### src/rtl/uart_loader_pkg.sv
// -----------------------------------------------------------------------------
// uart_loader_pkg
// Shared definitions for the UART instruction-memory loader:
//   SYNC_BYTE     - first byte of every load frame
//   rx_state_t    - serial receiver states
//   ld_state_t    - frame/loader states
//   clks_per_bit  - clock cycles per serial bit (integer division)
// -----------------------------------------------------------------------------
package uart_loader_pkg;

    localparam logic [7:0] SYNC_BYTE = 8'hA5;

    typedef enum logic [1:0] {
        R_IDLE,
        R_START,
        R_DATA,
        R_STOP
    } rx_state_t;

    typedef enum logic [2:0] {
        L_IDLE,
        L_LEN_HI,
        L_LEN_LO,
        L_DATA,
        L_CSUM,
        L_DONE,
        L_ERR
    } ld_state_t;

    function automatic int clks_per_bit(input int clk_freq, input int baud);
        return clk_freq / baud;
    endfunction

endpackage

### src/rtl/uart_rx_core.sv
// -----------------------------------------------------------------------------
// uart_rx_core
// 8N1 LSB-first UART receiver with a 2-flop input synchronizer.
//
// Ports:
//   CLK         in   system clock
//   rstn        in   asynchronous active-low reset
//   uart_rx     in   asynchronous serial line, idle high
//   rx_byte     out  received byte, valid while byte_valid is high
//   byte_valid  out  one-cycle pulse: a byte with a good stop bit arrived
//   frame_err   out  one-cycle pulse: stop bit sampled low, byte discarded
//
// Handshake: byte_valid is a valid-only strobe with no ready; the consumer
// must take rx_byte in the cycle byte_valid is high.
// -----------------------------------------------------------------------------
module uart_rx_core
    import uart_loader_pkg::*;
#(
    parameter int CLKS_PER_BIT = 868
) (
    input  logic       CLK,
    input  logic       rstn,
    input  logic       uart_rx,
    output logic [7:0] rx_byte,
    output logic       byte_valid,
    output logic       frame_err
);

    localparam int CW = (CLKS_PER_BIT > 2) ? $clog2(CLKS_PER_BIT) : 1;
    localparam logic [CW-1:0] HALF_M1 = CW'(CLKS_PER_BIT / 2 - 1);
    localparam logic [CW-1:0] BIT_M1  = CW'(CLKS_PER_BIT - 1);

    logic            rx_meta;
    logic            rx_s;
    rx_state_t       rx_state;
    logic [CW-1:0]   cnt;
    logic [2:0]      bit_idx;

    // Synchronizer resets to the idle line level so reset never looks like a start bit.
    always_ff @(posedge CLK or negedge rstn) begin
        if (!rstn) begin
            rx_meta <= 1'b1;
            rx_s    <= 1'b1;
        end else begin
            rx_meta <= uart_rx;
            rx_s    <= rx_meta;
        end
    end

    always_ff @(posedge CLK or negedge rstn) begin
        if (!rstn) begin
            rx_state   <= R_IDLE;
            cnt        <= '0;
            bit_idx    <= '0;
            rx_byte    <= '0;
            byte_valid <= 1'b0;
            frame_err  <= 1'b0;
        end else begin
            byte_valid <= 1'b0;
            frame_err  <= 1'b0;
            case (rx_state)
                R_IDLE: begin
                    cnt <= '0;
                    if (!rx_s) rx_state <= R_START;
                end
                // Re-check the start bit at its centre; a short low is a glitch.
                R_START: begin
                    if (cnt == HALF_M1) begin
                        cnt      <= '0;
                        bit_idx  <= '0;
                        rx_state <= rx_s ? R_IDLE : R_DATA;
                    end else begin
                        cnt <= cnt + CW'(1);
                    end
                end
                // Sampling point is now mid-bit; step a full bit per sample.
                R_DATA: begin
                    if (cnt == BIT_M1) begin
                        cnt     <= '0;
                        rx_byte <= {rx_s, rx_byte[7:1]};
                        bit_idx <= bit_idx + 3'd1;
                        if (bit_idx == 3'd7) rx_state <= R_STOP;
                    end else begin
                        cnt <= cnt + CW'(1);
                    end
                end
                R_STOP: begin
                    if (cnt == BIT_M1) begin
                        cnt        <= '0;
                        byte_valid <= rx_s;
                        frame_err  <= !rx_s;
                        rx_state   <= R_IDLE;
                    end else begin
                        cnt <= cnt + CW'(1);
                    end
                end
                default: rx_state <= R_IDLE;
            endcase
        end
    end

endmodule

### src/rtl/uart_imem_loader.sv
// -----------------------------------------------------------------------------
// uart_imem_loader
// Receives a framed program image over UART and writes it into instruction
// memory, holding the CPU in reset while a load is in progress.
// Frame: A5, LEN_HI, LEN_LO, 4*LEN data bytes (big-endian words), CSUM,
// where CSUM is the XOR of all data bytes.
//
// Ports:
//   CLK         in   system clock
//   rstn        in   asynchronous active-low reset
//   uart_rx     in   serial input, idle high, 8N1
//   imem_we     out  one-cycle IMem write strobe
//   imem_addr   out  IMem word address of the write
//   imem_wdata  out  IMem write data
//   cpu_hold    out  1 = keep the CPU in reset
//   load_done   out  last load finished with a good checksum
//   load_err    out  last load aborted (bad length, framing or checksum)
//   word_cnt    out  words written in the current or last load
// -----------------------------------------------------------------------------
module uart_imem_loader
    import uart_loader_pkg::*;
#(
    parameter int CLK_FREQ   = 100000000,
    parameter int BAUD       = 115200,
    parameter int ADDR_WIDTH = 10
) (
    input  logic                  CLK,
    input  logic                  rstn,
    input  logic                  uart_rx,
    output logic                  imem_we,
    output logic [ADDR_WIDTH-1:0] imem_addr,
    output logic [31:0]           imem_wdata,
    output logic                  cpu_hold,
    output logic                  load_done,
    output logic                  load_err,
    output logic [15:0]           word_cnt
);

    localparam int CLKS_PER_BIT = clks_per_bit(CLK_FREQ, BAUD);
    // Largest image that fits in IMem; 17 bits so 2^16 is representable.
    localparam logic [16:0] MAX_LEN = 17'(1) << ADDR_WIDTH;

    logic [7:0]            rx_byte;
    logic                  byte_valid;
    logic                  frame_err;

    ld_state_t             ld_state;
    logic [7:0]            len_hi;
    logic [15:0]           rem;
    logic [23:0]           word_sh;
    logic [1:0]            byte_idx;
    logic [7:0]            xor_acc;
    logic [ADDR_WIDTH-1:0] addr;

    logic [15:0]           len_rx;
    logic                  in_session;

    uart_rx_core #(
        .CLKS_PER_BIT(CLKS_PER_BIT)
    ) u_rx (
        .CLK       (CLK),
        .rstn      (rstn),
        .uart_rx   (uart_rx),
        .rx_byte   (rx_byte),
        .byte_valid(byte_valid),
        .frame_err (frame_err)
    );

    assign len_rx     = {len_hi, rx_byte};
    assign in_session = !(ld_state inside {L_IDLE, L_DONE, L_ERR});

    always_ff @(posedge CLK or negedge rstn) begin
        if (!rstn) begin
            ld_state   <= L_IDLE;
            len_hi     <= '0;
            rem        <= '0;
            word_sh    <= '0;
            byte_idx   <= '0;
            xor_acc    <= '0;
            addr       <= '0;
            imem_we    <= 1'b0;
            imem_addr  <= '0;
            imem_wdata <= '0;
            cpu_hold   <= 1'b0;
            load_done  <= 1'b0;
            load_err   <= 1'b0;
            word_cnt   <= '0;
        end else begin
            imem_we <= 1'b0;
            if (frame_err && in_session) begin
                ld_state <= L_ERR;
                load_err <= 1'b1;
            end else if (byte_valid) begin
                case (ld_state)
                    // Only a sync byte opens a session; anything else is line noise.
                    L_IDLE, L_DONE, L_ERR: begin
                        if (rx_byte == SYNC_BYTE) begin
                            ld_state  <= L_LEN_HI;
                            cpu_hold  <= 1'b1;
                            load_done <= 1'b0;
                            load_err  <= 1'b0;
                            addr      <= '0;
                            word_cnt  <= '0;
                            xor_acc   <= '0;
                            byte_idx  <= '0;
                        end
                    end
                    L_LEN_HI: begin
                        len_hi   <= rx_byte;
                        ld_state <= L_LEN_LO;
                    end
                    L_LEN_LO: begin
                        if (len_rx == 16'd0) begin
                            ld_state <= L_CSUM;
                        end else if ({1'b0, len_rx} > MAX_LEN) begin
                            ld_state <= L_ERR;
                            load_err <= 1'b1;
                        end else begin
                            rem      <= len_rx;
                            ld_state <= L_DATA;
                        end
                    end
                    L_DATA: begin
                        word_sh  <= {word_sh[15:0], rx_byte};
                        xor_acc  <= xor_acc ^ rx_byte;
                        byte_idx <= byte_idx + 2'd1;
                        // Fourth byte completes the word; strobe it out next cycle.
                        if (byte_idx == 2'd3) begin
                            imem_we    <= 1'b1;
                            imem_addr  <= addr;
                            imem_wdata <= {word_sh, rx_byte};
                            addr       <= addr + ADDR_WIDTH'(1);
                            word_cnt   <= word_cnt + 16'd1;
                            rem        <= rem - 16'd1;
                            if (rem == 16'd1) ld_state <= L_CSUM;
                        end
                    end
                    L_CSUM: begin
                        if (rx_byte == xor_acc) begin
                            ld_state  <= L_DONE;
                            cpu_hold  <= 1'b0;
                            load_done <= 1'b1;
                        end else begin
                            ld_state <= L_ERR;
                            load_err <= 1'b1;
                        end
                    end
                    default: ld_state <= L_IDLE;
                endcase
            end
        end
    end

endmodule
### config.mk
export PLATFORM = sky130hd
export DESIGN_NAME = uart_imem_loader
export DESIGN_NICKNAME = d
export VERILOG_FILES = /design/src/rtl/uart_loader_pkg.sv /design/src/rtl/uart_rx_core.sv /design/src/rtl/uart_imem_loader.sv
export SDC_FILE = /design/constraint.sdc
export NUM_CORES = 1
export LEC_CHECK = 0
export BUFFER_PORTS_ARGS = -buffer_cell sky130_fd_sc_hd__buf_2
export CORE_ASPECT_RATIO = 0.6
export CORE_MARGIN = 2
export CORE_UTILIZATION = 44
export DETAILED_ROUTE_END_ITERATION = 8
export PLACE_DENSITY = 0.67
export REMOVE_ABC_BUFFERS = 1
export SLEW_MARGIN = 20
export SYNTH_ARGS = -nofsm -noshare
export SYNTH_HDL_FRONTEND = slang
export SYNTH_SLANG_ARGS = --single-unit
### constraint.sdc
create_clock -name CLK -period 2.1 [get_ports CLK]
set_clock_uncertainty 0.15 [all_clocks]
set_input_delay 0.42 -clock CLK [delete_from_list [all_inputs] [get_ports CLK]]
set_output_delay 0.42 -clock CLK [all_outputs]
set_load 0.1 [all_outputs]
# After elaboration in Yosys (flattened, before gate mapping)
# Index checks and enable logic that the tools add are counted.
# word_totals
ramBits	0
latchBits	0
mem_bits_ro	0
regBits	160
wordCells	146
inputBits	3
output_inout_bits	62
memories	0
# classes
reduce_logical	27
n_mul	0
n_div	0
n_mux	56
order_cmp	1
addsub	6
n_eq_ne	32
n_bitwise	2
n_shift	0
# op_table
op	n
16-bit 2-to-1 mux	5
16-bit case mux with 2 select lines	2
10-bit 2-to-1 mux	4
10-bit case mux with 3 select lines	1
3-bit 2-to-1 mux	9
10-bit by 1-bit adder with 10-bit output (second input constant)	2
10-bit case mux with 2 select lines	1
3-bit != test (second input constant)	6
1-bit 2-to-1 mux	17
16-bit by 1-bit adder with 16-bit output (second input constant)	1
16-bit by 1-bit == test with 1-bit output (second input constant)	1
16-bit by 11-bit > comparator with 1-bit output (second input constant)	1
16-bit zero test	1
2-bit 2-to-1 mux	8
8-bit case mux with 2 select lines	1
16-bit by 1-bit subtractor with 16-bit output (second input constant)	1
3-bit case mux with 5 select lines	1
5-bit AND reduction	3
3-bit == test (second input constant)	4
2-bit != test (second input constant)	6
4-bit AND reduction	3
6-bit AND reduction	2
10-bit == test (second input constant)	1
10-bit by 9-bit == test with 1-bit output (second input constant)	1
other kinds (28)	42

# Depth between registers and ports, before layout
# logic_depth
depth_word	6
mapped_depth	8
depth_no_buf	7

# Hierarchy
# Synthesis repeated with hierarchy kept, for this count alone.
# unflattened
hier_cells	721
hier_area_um2	7537.2
# by_module_without_submodules
module	area_per_inst_um2	cells_per_inst	seq_area_each_um2	instances
uart_imem_loader	6308.6	622	3328.2	1
uart_rx_core	1228.7	99	678.2	1

# Worst setup path before layout
# No wires, ideal clock.
# synth_path
path_kind	reg-to-reg
start	reg word_cnt[0]
end	reg word_cnt[14]
arrival_time_ns	2.429
setup_ns	0.080
required_ns	1.870
slack_ns	-0.559
path_buffers	0
stages_incl_launch_ff	7
synth_period_minus_slack_ns	2.659
cell_sequence	dfrtp_1 ha_1 nand3_1 nor3_1 nand4_1 nor4_2 mux2i_1
# synth_via
elab_chain_len	3
# synth_lines
item	line_no	rtl
start: declaration	uart_imem_loader.sv:36	output logic [15:0] word_cnt
start signal: assignment	uart_imem_loader.sv:133	word_cnt <= word_cnt + 16'd1;
16-bit by 1-bit adder with 16-bit output	uart_imem_loader.sv:133	
16-bit 2-to-1 mux	uart_imem_loader.sv:128	if (byte_idx == 2'd3) begin
16-bit case mux with 2 select lines	uart_imem_loader.sv:94	case (ld_state)
# Every way passes these cells. The select of a mux whose other input is x is not followed.
# A chain may end at the register's enable or synchronous reset.

# Worst setup path after layout
# layout_path
start	reg u_rx.rx_byte[3]
end	reg addr[1]
# layout_via
elab_chain_len	3
# layout_lines
item	line_no	rtl
start: declaration	uart_rx_core.sv:24	output logic [7:0] rx_byte,
start signal: assignment	uart_rx_core.sv:80	rx_byte <= {rx_s, rx_byte[7:1]};
8-bit == test	uart_imem_loader.sv:97	if (rx_byte == SYNC_BYTE) begin
2-bit != test (no line)	--	
5-bit AND reduction (no line)	--	
end signal: assignment	uart_imem_loader.sv:132	addr <= addr + ADDR_WIDTH'(1);
end: declaration	uart_imem_loader.sv:53	logic [ADDR_WIDTH-1:0] addr;
# Every way passes these cells.

==> flow_metrics.env <==
export IMPL_end_kind="flop"
export IMPL_p_leak_nw=5.089
export IMPL_dieHeight_microns=107.5
export IMPL_syn_area_per_cell_sq_um=9.296
export IMPL_vias=6718
export IMPL_path_max_fanout=6
export IMPL_clockBufferDepth=2
export IMPL_synth_area_mux_share=0.03950
export IMPL_globalplace_congestion=0.8913
export IMPL_hp_class="reg -> reg"
export IMPL_synthFlopType="dfrtp_1"
export IMPL_syn_area_sq_um=7855
export IMPL_tritoncts="yes"
export IMPL_fin_ws_ns=-0.1493
export IMPL_layout_drive_gt1_share=0.3033
export IMPL_ys_seq_elements=160
export IMPL_nets=1003
export IMPL_initial_core_util=0.4537
export IMPL_peakVddDrop_v=0.0004712
export IMPL_slew_headroom=0.6501
export IMPL_async_flop_share=1.000
export IMPL_synth_warnings=0
export IMPL_fin_cells=1233
export IMPL_final_cell_area_sq_um=10420
export IMPL_crit_required_ns=2.25
export IMPL_status="finished with violations"
export IMPL_synth_common_cells="nand2_1 (223), dfrtp_1 (158), nor2_1 (50)"
export IMPL_clkSinkCount=160
export IMPL_p_sw_mw=1.462
export IMPL_drv_cap=0
export IMPL_cellPowerDensity_nw_per_um2=621.7
export IMPL_netlist_instances=845
export IMPL_final_util=0.6015
export IMPL_fp_row_count=37
export IMPL_clk_latency_ns=0.43
export IMPL_synth_compound_area_frac=0.1363
export IMPL_fin_worst_hold_slack_ns=0.2157
export IMPL_postRouteAntennaNets=0
export IMPL_synth_distinct_cells=63
export IMPL_clk_pin_slew_ns=0.07
export IMPL_core_sq_um=17310
export IMPL_dieWidth_microns=176.5
export IMPL_placed_area_sq_um=9051
export IMPL_violations="negative setup slack"
export IMPL_netlist_top_cells_area="dfrtp_1 (50%), nand2_1 (11%), o21ai_0 (2.5%)"
export IMPL_synth_edf_count=0
export IMPL_wl_per_cell_microns=16.70
export IMPL_path_class="reg -> reg"
export IMPL_dp_cells=1179
export IMPL_diodes=0
export IMPL_root_buffer="clkbuf_16"
export IMPL_synth_top_family_by_area="simple AND/OR/NAND/NOR gates"
export IMPL_drcViolationCount=0
export IMPL_port_buffers=64
export IMPL_p_clk_frac=0.511
export IMPL_rsz0062_at_grt="yes"
export IMPL_slew_viol_final=0
export IMPL_areaGrowthSynthToFinish_pct=32.59
export IMPL_cts_htree_levels=4
export IMPL_hpwlAfterDp_mm=13.22
export IMPL_hold_viol_final=0
export IMPL_ys_seq_area_frac=0.5100
export IMPL_antenna_found_initial=0
export IMPL_vias_per_cell=5.448
export IMPL_comb_power_share=0.012
export IMPL_drt_iter0_drc=482
export IMPL_worstMarginPinSlew_ns=0.5284
export IMPL_netlist_area_leader_share=0.5033
export IMPL_synthSimpleGateAreaFrac=0.2294
export IMPL_grt_pass1_vias=6383
export IMPL_post_synth_top_count_cell="nand2_1"
export IMPL_p_sw_frac=0.2257
export IMPL_wl_mm=20.59
export IMPL_synthAdderAreaFrac=0.02230
export IMPL_grt_max_degree=49
export IMPL_overflow=0
export IMPL_period_share=1.071
export IMPL_drtPass1Iterations=5
export IMPL_cts_buffers=17
export IMPL_finalCriticalPeriod_ns=2.249
export IMPL_crit_arrival_ns=2.40
export IMPL_grt_pass1_wl_mm=33.40
export IMPL_worst_setup_path_start_kind="flop"
export IMPL_setup_viol=45
export IMPL_p_seq_frac=0.477
export IMPL_fmax_mhz=444.6
export IMPL_synth_xor_area_frac=0.02007
export IMPL_grtUsageTotal=0.2211
export IMPL_dieArea_sq_um=18970
export IMPL_p_int_mw=5.014
export IMPL_synth_area_leader_cell="dfrtp_1"
export IMPL_io_pins=65
==> power by group through the flow <==
stage | logic (mW) | clock network [mW] | registers (mW)
finish | 0.0802 | 3.31 | 3.09
floorplan | 0.000737 | 0 | 3.14
CTS | 0.0857 | 3.36 | 3.09
global placement | 0.0821 | 0 | 3.14
global route | 0.0948 | 3.49 | 3.08
detailed placement | 0.0827 | 0 | 3.14
==> critical path, cell delays in order, from the launching register on <==
cell	delay (ns)
dfrtp_1	0.40
or4_4	0.56
a2111oi_4	0.23
buf_4	0.20
nor2_4	0.06
or3_1	0.34
a22o_1	0.20
==> placed cells by master (no fill, tap or decap), drive strengths merged, types with 13 or more instances in the layout <==
master	netlist	layout
clkbuf	32	18
o21ai	48	48
dfrtp	158	158
buf	21	172
nor4	21	21
inv	26	34
o31ai	24	24
nand3	16	16
ha	14	14
nand2	223	223
o41ai	16	16
mux2i	13	13
a21oi	21	21
mux2	16	16
nor2	51	51
nor3	16	16
==> timing repair <==
| item | in CTS | in global routing |
|---|---|---|
| endpoints found under the hold margin | 26 | 0 |
| setup buffers | 6 | 11 |
| cloned | 2 | 2 |
| pin swaps | 28 | 11 |
| hold buffers | 2 | 0 |
| endpoints found under the setup margin | 54 | 86 |
| resized for setup | 69 | 48 |
==> state kept, by name, indices dropped and copies added, names as in the netlist, 2 cells and up, named ones only <==
name / flops
imem_wdata: 32
word_sh: 24
rem: 16
word_cnt: 16
addr: 10
imem_addr: 10
u_rx.cnt: 10
len_hi: 8
u_rx.rx_byte: 8
xor_acc: 8
ld_state: 3
u_rx.bit_idx: 3
byte_idx: 2
==> final timing paths <==
check	from	to	slack (ns)	depth (start not counted)
setup / recovery	u_rx.rx_byte[3]	addr[1]	-0.15	6
hold / removal	u_rx.rx_meta	u_rx.rx_s	0.22	0
setup reg to reg	u_rx.rx_byte[3]	addr[1]	-0.15	6
hold reg to reg	u_rx.rx_meta	u_rx.rx_s	0.22	0
max in group asynchronous	rstn	u_rx.rx_s	0.87	3
min in group asynchronous	rstn	imem_addr[3]	0.28	2
==> cells by family after synthesis <==
| group | Yosys count |
|---|---|
| XOR/XNOR | 18 |
| multiplexers | 29 |
| flip-flops | 160 |
| AND/OR/NAND/NOR | 386 |
| adder cells (fa/ha/maj) | 14 |
| AO/OA/AOI/OAI | 159 |
| buffers and inverters | 79 |
==> stage by stage <==
stage	total power, mW	setup TNS, ns	setup slack [ns]
2_1_floorplan	3.145	-124.61	-1.760
3_3_place_gp	3.227	-2.922	-0.1368
3_5_place_dp	3.227	-5.817	-0.2248
4_1_cts	6.528	-5.282	-0.2227
5_1_grt	6.668	-7.753	-0.2358
6_report	6.475	-3.575	-0.1493
==> routing by layer <==
metal,global-route usage,vias to the layer above,part of all wire
met1,0.3480,3305,0.51
li1,-,3233,-
met4,0.05490,0,0.0071
met3,0.04131,14,0.052
met2,0.3092,166,0.43
met5,0,-,0
==> final cells by class <==
| class | count | area [sq um] |
|---|---|---|
| Clock inverter | 15 | 193.9 |
| Sequential cell | 160 | 4011 |
| Fill cell | 1461 | 6899 |
| Multi-Input combinational cell | 606 | 4033 |
| Inverter | 26 | 97.59 |
| Timing Repair Buffer | 175 | 1361 |
| Tap cell | 234 | 292.8 |
| Clock buffer | 17 | 425.4 |
Power figures use the tool's default switching activity.
